## src/rtl/mem_io_responder_if.sv

```systemverilog
// rtl/mem_io_responder_if.sv - CPU-side MAR/MDR request/response bundle for mem_io_responder
interface mem_io_responder_if;
    logic        Req;
    logic        WE;
    logic [15:0] Addr;
    logic [15:0] Data_from_CPU;
    logic [15:0] Data_to_CPU;
    logic        Ready;
    logic        Busy;

    modport master (
        output Req, WE, Addr, Data_from_CPU,
        input  Data_to_CPU, Ready, Busy
    );

    modport slave (
        input  Req, WE, Addr, Data_from_CPU,
        output Data_to_CPU, Ready, Busy
    );
endinterface

```

## src/rtl/mem_io_responder.sv

```systemverilog
// rtl/mem_io_responder.sv - LC-3 memory responder: wait-stated RAM plus switch/hex I/O port
module mem_io_responder #(
    parameter int          DEPTH       = 256,
    parameter int          WAIT_STATES = 2,
    parameter logic [15:0] IO_ADDR     = 16'hFFFF
) (
    input  logic                 Clk,
    input  logic                 Reset,
    mem_io_responder_if.slave    bus,
    input  logic [15:0]          Switches,
    output logic [15:0]          Hex_Out,
    output logic                 Overrun
);
    localparam int AW = (DEPTH > 1) ? $clog2(DEPTH) : 1;

    typedef enum logic [1:0] {S_IDLE, S_WAIT, S_RESP} state_t;

    state_t      state, next_state;
    logic [3:0]  cnt;
    logic        lat_we;
    logic [15:0] lat_addr;
    logic [15:0] lat_data;
    logic [15:0] data_to_cpu;
    logic [15:0] mem [DEPTH];

    logic          commit;
    logic          op_we;
    logic [15:0]   op_addr;
    logic [15:0]   op_data;
    logic          op_io;
    logic [AW-1:0] op_idx;

    always_comb begin
        next_state = state;
        case (state)
            S_IDLE: if (bus.Req) next_state = (WAIT_STATES == 0) ? S_RESP : S_WAIT;
            S_WAIT: if (cnt <= 4'd1) next_state = S_RESP;
            S_RESP: next_state = S_IDLE;
            default: next_state = S_IDLE;
        endcase
    end

    // With zero wait states the commit edge is the acceptance edge, so the
    // operation must come straight from the bus rather than the latches.
    always_comb begin
        commit  = (next_state == S_RESP) && (state != S_RESP);
        op_we   = (state == S_IDLE) ? bus.WE            : lat_we;
        op_addr = (state == S_IDLE) ? bus.Addr          : lat_addr;
        op_data = (state == S_IDLE) ? bus.Data_from_CPU : lat_data;
        op_io   = (op_addr == IO_ADDR);
        op_idx  = op_addr[AW-1:0];
    end

    always_ff @(posedge Clk or negedge Reset) begin
        if (!Reset) begin
            state       <= S_IDLE;
            cnt         <= 4'd0;
            lat_we      <= 1'b0;
            lat_addr    <= 16'h0000;
            lat_data    <= 16'h0000;
            data_to_cpu <= 16'h0000;
            Hex_Out     <= 16'h0000;
            Overrun     <= 1'b0;
        end else begin
            state <= next_state;
            if (state == S_IDLE && bus.Req) begin
                lat_we   <= bus.WE;
                lat_addr <= bus.Addr;
                lat_data <= bus.Data_from_CPU;
                cnt      <= 4'(WAIT_STATES);
            end else if (state == S_WAIT) begin
                cnt <= cnt - 4'd1;
            end
            if (state != S_IDLE && bus.Req) Overrun <= 1'b1;
            if (commit) begin
                if (!op_we)    data_to_cpu <= op_io ? Switches : mem[op_idx];
                else if (op_io) Hex_Out    <= op_data;
            end
        end
    end

    // RAM is never cleared; gating on Reset keeps a write from landing while reset is held.
    always_ff @(posedge Clk) begin
        if (commit && op_we && !op_io && Reset) mem[op_idx] <= op_data;
    end

    assign bus.Data_to_CPU = data_to_cpu;
    assign bus.Ready       = (state == S_RESP);
    assign bus.Busy        = (state != S_IDLE);
endmodule

```

## src/flat_wrapper.sv

```systemverilog
// flat-port wrapper written by rule: the top's interface ports become plain ports
module mem_io_responder_flat 
#(
    parameter int          DEPTH       = 256,
    parameter int          WAIT_STATES = 2,
    parameter logic [15:0] IO_ADDR     = 16'hFFFF
)
  (Clk, Reset, Switches, Hex_Out, Overrun, bus_Req, bus_WE, bus_Addr, bus_Data_from_CPU, bus_Data_to_CPU, bus_Ready, bus_Busy);
  mem_io_responder_if bus_i ();
  input  logic Clk;
  input  logic Reset;
  input  logic [15:0] Switches;
  output logic [15:0] Hex_Out;
  output logic Overrun;
  input wire logic [$bits(bus_i.Req)-1:0] bus_Req;
  input wire logic [$bits(bus_i.WE)-1:0] bus_WE;
  input wire logic [$bits(bus_i.Addr)-1:0] bus_Addr;
  input wire logic [$bits(bus_i.Data_from_CPU)-1:0] bus_Data_from_CPU;
  output wire logic [$bits(bus_i.Data_to_CPU)-1:0] bus_Data_to_CPU;
  output wire logic [$bits(bus_i.Ready)-1:0] bus_Ready;
  output wire logic [$bits(bus_i.Busy)-1:0] bus_Busy;
  assign bus_i.Req = bus_Req;
  assign bus_i.WE = bus_WE;
  assign bus_i.Addr = bus_Addr;
  assign bus_i.Data_from_CPU = bus_Data_from_CPU;
  assign bus_Data_to_CPU = bus_i.Data_to_CPU;
  assign bus_Ready = bus_i.Ready;
  assign bus_Busy = bus_i.Busy;
  mem_io_responder #(.DEPTH(DEPTH), .WAIT_STATES(WAIT_STATES), .IO_ADDR(IO_ADDR)) u_core (.Clk(Clk), .Reset(Reset), .bus(bus_i), .Switches(Switches), .Hex_Out(Hex_Out), .Overrun(Overrun));
endmodule
```

## config.mk

```make
export PLATFORM = sky130hd
export DESIGN_NAME = mem_io_responder_flat
export DESIGN_NICKNAME = d
export VERILOG_FILES = /design/src/rtl/mem_io_responder_if.sv /design/src/rtl/mem_io_responder.sv /design/src/flat_wrapper.sv
export SDC_FILE = /design/constraint.sdc
export NUM_CORES = 2
export LEC_CHECK = 0
export BUFFER_PORTS_ARGS = -buffer_cell sky130_fd_sc_hd__buf_4
export CORE_UTILIZATION = 55
export DETAILED_ROUTE_END_ITERATION = 8
export HOLD_SLACK_MARGIN = 0.05
export PLACE_DENSITY = 0.73
export SYNTH_ARGS = -nofsm -noshare
export SYNTH_HDL_FRONTEND = slang
export SYNTH_SLANG_ARGS = --single-unit
export TNS_END_PERCENT = 100
```

## constraint.sdc

```tcl
create_clock -name Clk -period 5.3 [get_ports Clk]
set_input_delay 0.265 -clock Clk [delete_from_list [all_inputs] [get_ports Clk]]
set_output_delay 0.265 -clock Clk [all_outputs]
set_load 0.03 [all_outputs]
```

**Word-level counts from Yosys, hierarchy flattened**

Memories as Yosys holds them, arrays and structs flattened.
Index checks and enable logic that the tools add are counted.
Widths: inputs -> output; s select.

- Add/subtract/negate cells: 1
- Magnitude comparators: 1
- Equal/unequal tests: 5
- Bitwise operators: 1
- Muxes and demuxes: 11
- Reductions and logical operators: 12

Operator list:

| cell | count |
|---|---|
| $mux 16 | 3 |
| $eq 16x16->1 const B | 1 |
| $mux 4 | 2 |
| $logic_and 1x1->1 | 6 |
| $eq 2x2->1 const B | 2 |
| $le 4x1->1 const B | 1 |
| $mux 2 | 2 |
| $pmux 2 s2 | 1 |
| $reduce_bool 2->1 | 2 |
| $sub 4x1->4 const B | 1 |
| $mux 1 | 3 |
| $reduce_and 3->1 | 1 |
| $eq 2x1->1 const B | 1 |
| $logic_not 2->1 | 1 |
| $ne 2x2->1 const B | 1 |
| $reduce_and 2->1 | 1 |
| $logic_not 1->1 | 1 |
| $not 1->1 | 1 |

- Bits in writable memories: 4096
- Memories: 1
- Bits in registers: 72

Memory list:

| name | depth | width | rd ports | clocked after Yosys merged registers in | write ports | RTL line | text |
|---|---|---|---|---|---|---|---|
| u_core.mem | 256 | 16 | 1 | 0 | 1 | mem_io_responder.sv:24 | `logic [15:0] mem [DEPTH];` |

**Depth between registers and ports, before layout**

- Word-level depth: 10
- Gate-level depth with buffers: 15
- Mapped depth without buffers: 10

**Worst setup path before layout**

OpenSTA, ideal clock, no wires.

- Path kind: reg-to-reg
- Start point: register u_core.state[1]
- End point: memory u_core.mem[0][5], data pin
- Data required time: 4475 ps
- Period minus slack after synthesis: 5508 ps
- Path slack: -208 ps
- Path buffers: 5
- Data arrival time: 4683 ps
- Stages on the path, launching flop included: 9
- Library setup time: 825 ps
- Path through: dfrtp_1 > buf_6 > nor2_8 > buf_6 > buf_2 > buf_1 > buf_1 > nand2_1 > nand2_1

- Longest elaborated chain between the ends: 2

Ends and longest elaborated chain:

| element | RTL line | text |
|---|---|---|
| start, declared | mem_io_responder.sv:18 | `state_t state, next_state;` |
| start signal, assigned | mem_io_responder.sv:65 | `state <= next_state;` |
| $logic_not 2->1 | mem_io_responder.sv:49 | `op_data = (state == S_IDLE) ? bus.Data_from_CPU : lat_data;` |
| $mux 16 | mem_io_responder.sv:49 |  |
| named net u_core.op_data[5] | mem_io_responder.sv:29 | `logic [15:0] op_data;` |
| end, declared | mem_io_responder.sv:24 |  |

The timed path passes the listed nets, and every way through them passes these cells.

**Final worst setup path**

- Start point: register u_core.state[0]
- End point: register u_core.data_to_cpu[7] (netlist: u_core.bus.Data_to_CPU[7])

- Longest elaborated chain between the ends: 5

Ends and longest elaborated chain:

| element | RTL line | text |
|---|---|---|
| parallel branches: the longest is 5 deep, another holds $mem_v2 256x16 | - |  |
| end signal, assigned | mem_io_responder.sv:76 | `if (!op_we) data_to_cpu <= op_io ? Switches : mem[op_idx];` |
| end, declared | mem_io_responder.sv:23 | `logic [15:0] data_to_cpu;` |

Several ways; the timed one is not identified.
A chain may end at the register's enable or synchronous reset.

==> qor.yml <==
synth:
  syn_area_um2: 154000
  async_reset_ff_share_pct: 1.73
  synth_cell_types: 48
  synthesis.instances: 8765
  synth_top_family_by_area: "compound AO/OA/AOI/OAI gates"
  syn_avg_cell_area_um2: 17.6
  syn_nets: 8819
  yosysSeqAreaShare_pct: 81.0
  synth_warnings: 0
  synth_compound_area_share_pct: 15.3
  synth_area_leaders: "edfxtp_1 80%, a22oi_1 8.5%, a21oi_1 2.8%"
  synthFlopType: "edfxtp_1"
  synth_fa_ha_area_share_pct: 0.0162
  synth_top_area_share_pct: 79.8
  synth_simple_gate_area_share_pct: 1.48
  muxShareOfSynthArea_pct: 0.117
  yosysTopAreaCell: "edfxtp_1"
  synth_edf_count: 4096
  yosys.area_share.xor_xnor_pct: 0.0170
  ys_ff_latch: 4168
floorplanning:
  rows: 193
  start_util_pct: 55.5
  die_x_um: 531
  core_um2: 278000
  io_pins: 87
  dieArea_um2: 282000
  die_height_um: 531
setup_path:
  cp-end-kind: "flip-flop"
  reg2reg_slack_ps: -10
  crit_buf_inv: 3
  crit_path_frequent_cell: "buf_4"
  cpPeakStageDelay_ps: 810
  critPathSlowestCell: "nor4_1"
  worstSetupStartpointType: "flip-flop"
  crit_required_ps: 6110
  path_delay_family: "compound AO/OA/AOI/OAI gates"
  worst_ep_arrival_time_ps: 6120
  crit_chain: "nor2_8, buf_4, nand3_1, o21a_4, buf_12, buf_4, a21oi_1, o41ai_1, a41oi_1, nor4_1, nand2_1, a22o_1"
  crit_type: "reg -> reg"
  crit_path_max_fanout: 58
status:
  outcome: "finished with violations"
  violations: "max-capacitance violations, negative setup slack"
flow_run:
  drv_cap: 1
power_and_ir_drop:
  switching_power_mw: 38.5
  seqPwrFrac_pct: 40.9
  powerDensity_nw_per_um2: 604
  p_comb_share_pct: 32.6
  power_frac_clock_pct: 26.5
  power_mw: 107
  p_int_mw: 68.1
  vdd_drop_max_mv: 0.705
  switching_share_pct: 36.1
  leakage_nw: 55.2
route:
  ant_nets: 0
  drt-total-wl_um: 440000
  drcViolationCount: 0
  drtPass1Iterations: 9
  wl_per_cell_um: 32.9
  drt_iter0_drc: 15800
  routed_via_density: 6.96
  vias: 93100
cells_and_area:
  layout.nets: 9380
  final_common_cell: "edfxtp_1"
  area_growth_pct: 14.4
  layout_common_cells: "4096 x edfxtp_1, 1736 x a22oi_1, 870 x a21oi_1, 662 x buf_4, 407 x clkbuf_16"
  fillCellCount: 18300
  final_cells: 13400
  drive_gt1_share_pct: 14.4
clock_network:
  clock_latency_ps: 950
  cts_buffers: 402
  cts_htree_levels: 5
  root_buffer: "clkbuf_16"
  post_cts_buffers: 0
  cts_tree: "built"
  cts.sinks: 4168
  ctsLongestPathBuffers: 4
  path_clk_slew_ps: 60
timing:
  maxSlewViolCount: 0
  timing.final.crit_period_ps: 5310
  finClkSkew_ps: 87.9
  rsz0062_at_grt: "no"
  hold_violations: 0
  setup_tns_ps: -10.3
  setup_viol: 1
  fin_crit_sh_pct: 100
  worst_pin_slew_ps: 1450
  worst_slack_ps: -10.3
  fmax_ghz: 0.188
  max_slew_margin_pct: 2.05
grt:
  gr-max-usage-layer: "met2"
  grt_pass1_vias: 89400
  grtUsageTotal_pct: 30.2
  grt_first_pass_wirelength_um: 623000
  gr-usage-met1_pct: 40.0
  met3_usage_pct: 6.91
  grt_overflow: 0
  met2_usage_pct: 46.6
  grt_antenna_before_repair: 22
  grt_max_degree: 222
placed_design:
  place.gp.congestion: 0.909
  dp_cells: 12600
  dp_hpwl_um: 251000
  dp_slack_ps: -176
  port_buffers: 86
worst_hold_path:
  hp-class: "in -> reg"
## registers in the layout, indices dropped and copies added, names as in the netlist
| register | flops |
|---|---|
| u_core.mem | 4096 |
| u_core.cnt | 4 |
| u_core.Overrun | 1 |
| u_core.lat_data | 16 |
| u_core.Hex_Out | 16 |
| u_core.lat_addr | 16 |
| u_core.state | 2 |
| u_core.lat_we | 1 |
| u_core.bus.Data_to_CPU | 16 |
## power by group through the flow
stage	combinational, mW	sequential, mW	clock, mW
final	34.8	43.6	28.3
after global routing	35.8	43.5	29.6
after CTS	33.8	43.5	28.3
after detailed placement	33.5	44.2	0
after global placement	32.7	44.1	0
after floorplan	18.0	45.5	0
## worst paths after layout
kind                            cells after the start                                      to                        from
max in group asynchronous                           4  u_core.bus.Data_to_CPU[12]$_DFFE_PN0P_                       Reset
min in group asynchronous                           4          u_core.lat_data[2]$_DFFE_PN0P_                       Reset
worst max-delay path                               12   u_core.bus.Data_to_CPU[7]$_DFFE_PN0P_   u_core.state[0]$_DFF_PN0_
worst min register to register                      1              u_core.Overrun$_DFFE_PN0P_  u_core.Overrun$_DFFE_PN0P_
worst min-delay path                                4          u_core.lat_data[4]$_DFFE_PN0P_        bus_Data_from_CPU[4]
worst max register to register                     12   u_core.bus.Data_to_CPU[7]$_DFFE_PN0P_   u_core.state[0]$_DFF_PN0_
## cell families after synthesis
group                    count (synthesis)
AO/OA/AOI/OAI                         3356
XOR/XNOR                                 3
adder cells (fa/ha/maj)                  2
buffers and inverters                  672
flip-flops                            4168
multiplexers                            16
AND/OR/NAND/NOR                        548
## Yosys cell counts (4+ instances only)
library cell / instances
nor4_1: 18
nor2_1: 291
nor3_1: 4
clkbuf_1: 149
a21oi_1: 870
buf_4: 20
nand3_1: 14
nand4_1: 4
buf_1: 36
o41ai_1: 217
o31ai_1: 7
o21ai_0: 40
nand2b_1: 9
buf_6: 17
a41oi_1: 61
mux2_1: 9
nor2b_1: 5
mux2_2: 7
nand2_2: 9
a22oi_1: 1736
nand2_1: 176
and3_1: 4
dfrtp_1: 72
o22ai_1: 78
buf_2: 441
a221oi_1: 156
o21ai_1: 11
a22o_1: 169
inv_1: 8
edfxtp_1: 4096
## layer usage
metal  vias to the layer above  share of wire (%)
li1                      37800                  -
met4                        18                6.3
met1                     46800                 35
met2                      7294                 46
met3                      1251                 13
met5                         -              0.026
## area by class of cell
type | instances | area [um2] | area share, %
Sequential cell | 4168 | 125000 | 70.7
Multi-Input combinational cell | 3926 | 26500 | 15.0
Clock buffer | 500 | 10600 | 5.99
Timing Repair Buffer | 819 | 7440 | 4.22
Tap cell | 3705 | 4640 | 2.63
Clock inverter | 228 | 2350 | 1.33
Antenna cell | 15 | 37.5 | 0.0213
Inverter | 9 | 33.8 | 0.0192
## worst register-to-register path, delay by kind of cell, from the launching register on
kind	cells	cell delay (ps)
simple gates	4	1510
flops	1	580
compound gates	5	2110
buf+inv	3	1020
## timing repair
| item | in CTS | in global routing |
|---|---|---|
| pin swaps | 0 | 1 |
| gates resized for setup | 2 | 4 |
| endpoints found under the hold margin | 158 | 0 |
| cloned | 0 | 1 |
| hold buffers | 67 | 0 |
| setup endpoints to repair | 1 | 3 |
## through the flow
stage / util (%) / cell area [um2] / hold WS [ps]
global placement: 58.6 / 163000 / 226
global route: 63.5 / 176000 / 99.2
finish: 63.5 / 176000 / 105
CTS: 63.5 / 176000 / 75.7
detailed placement: 58.6 / 163000 / 231
floorplan: - / 154000 / -30.6
Note: power is estimated with default switching activity, not from simulation.
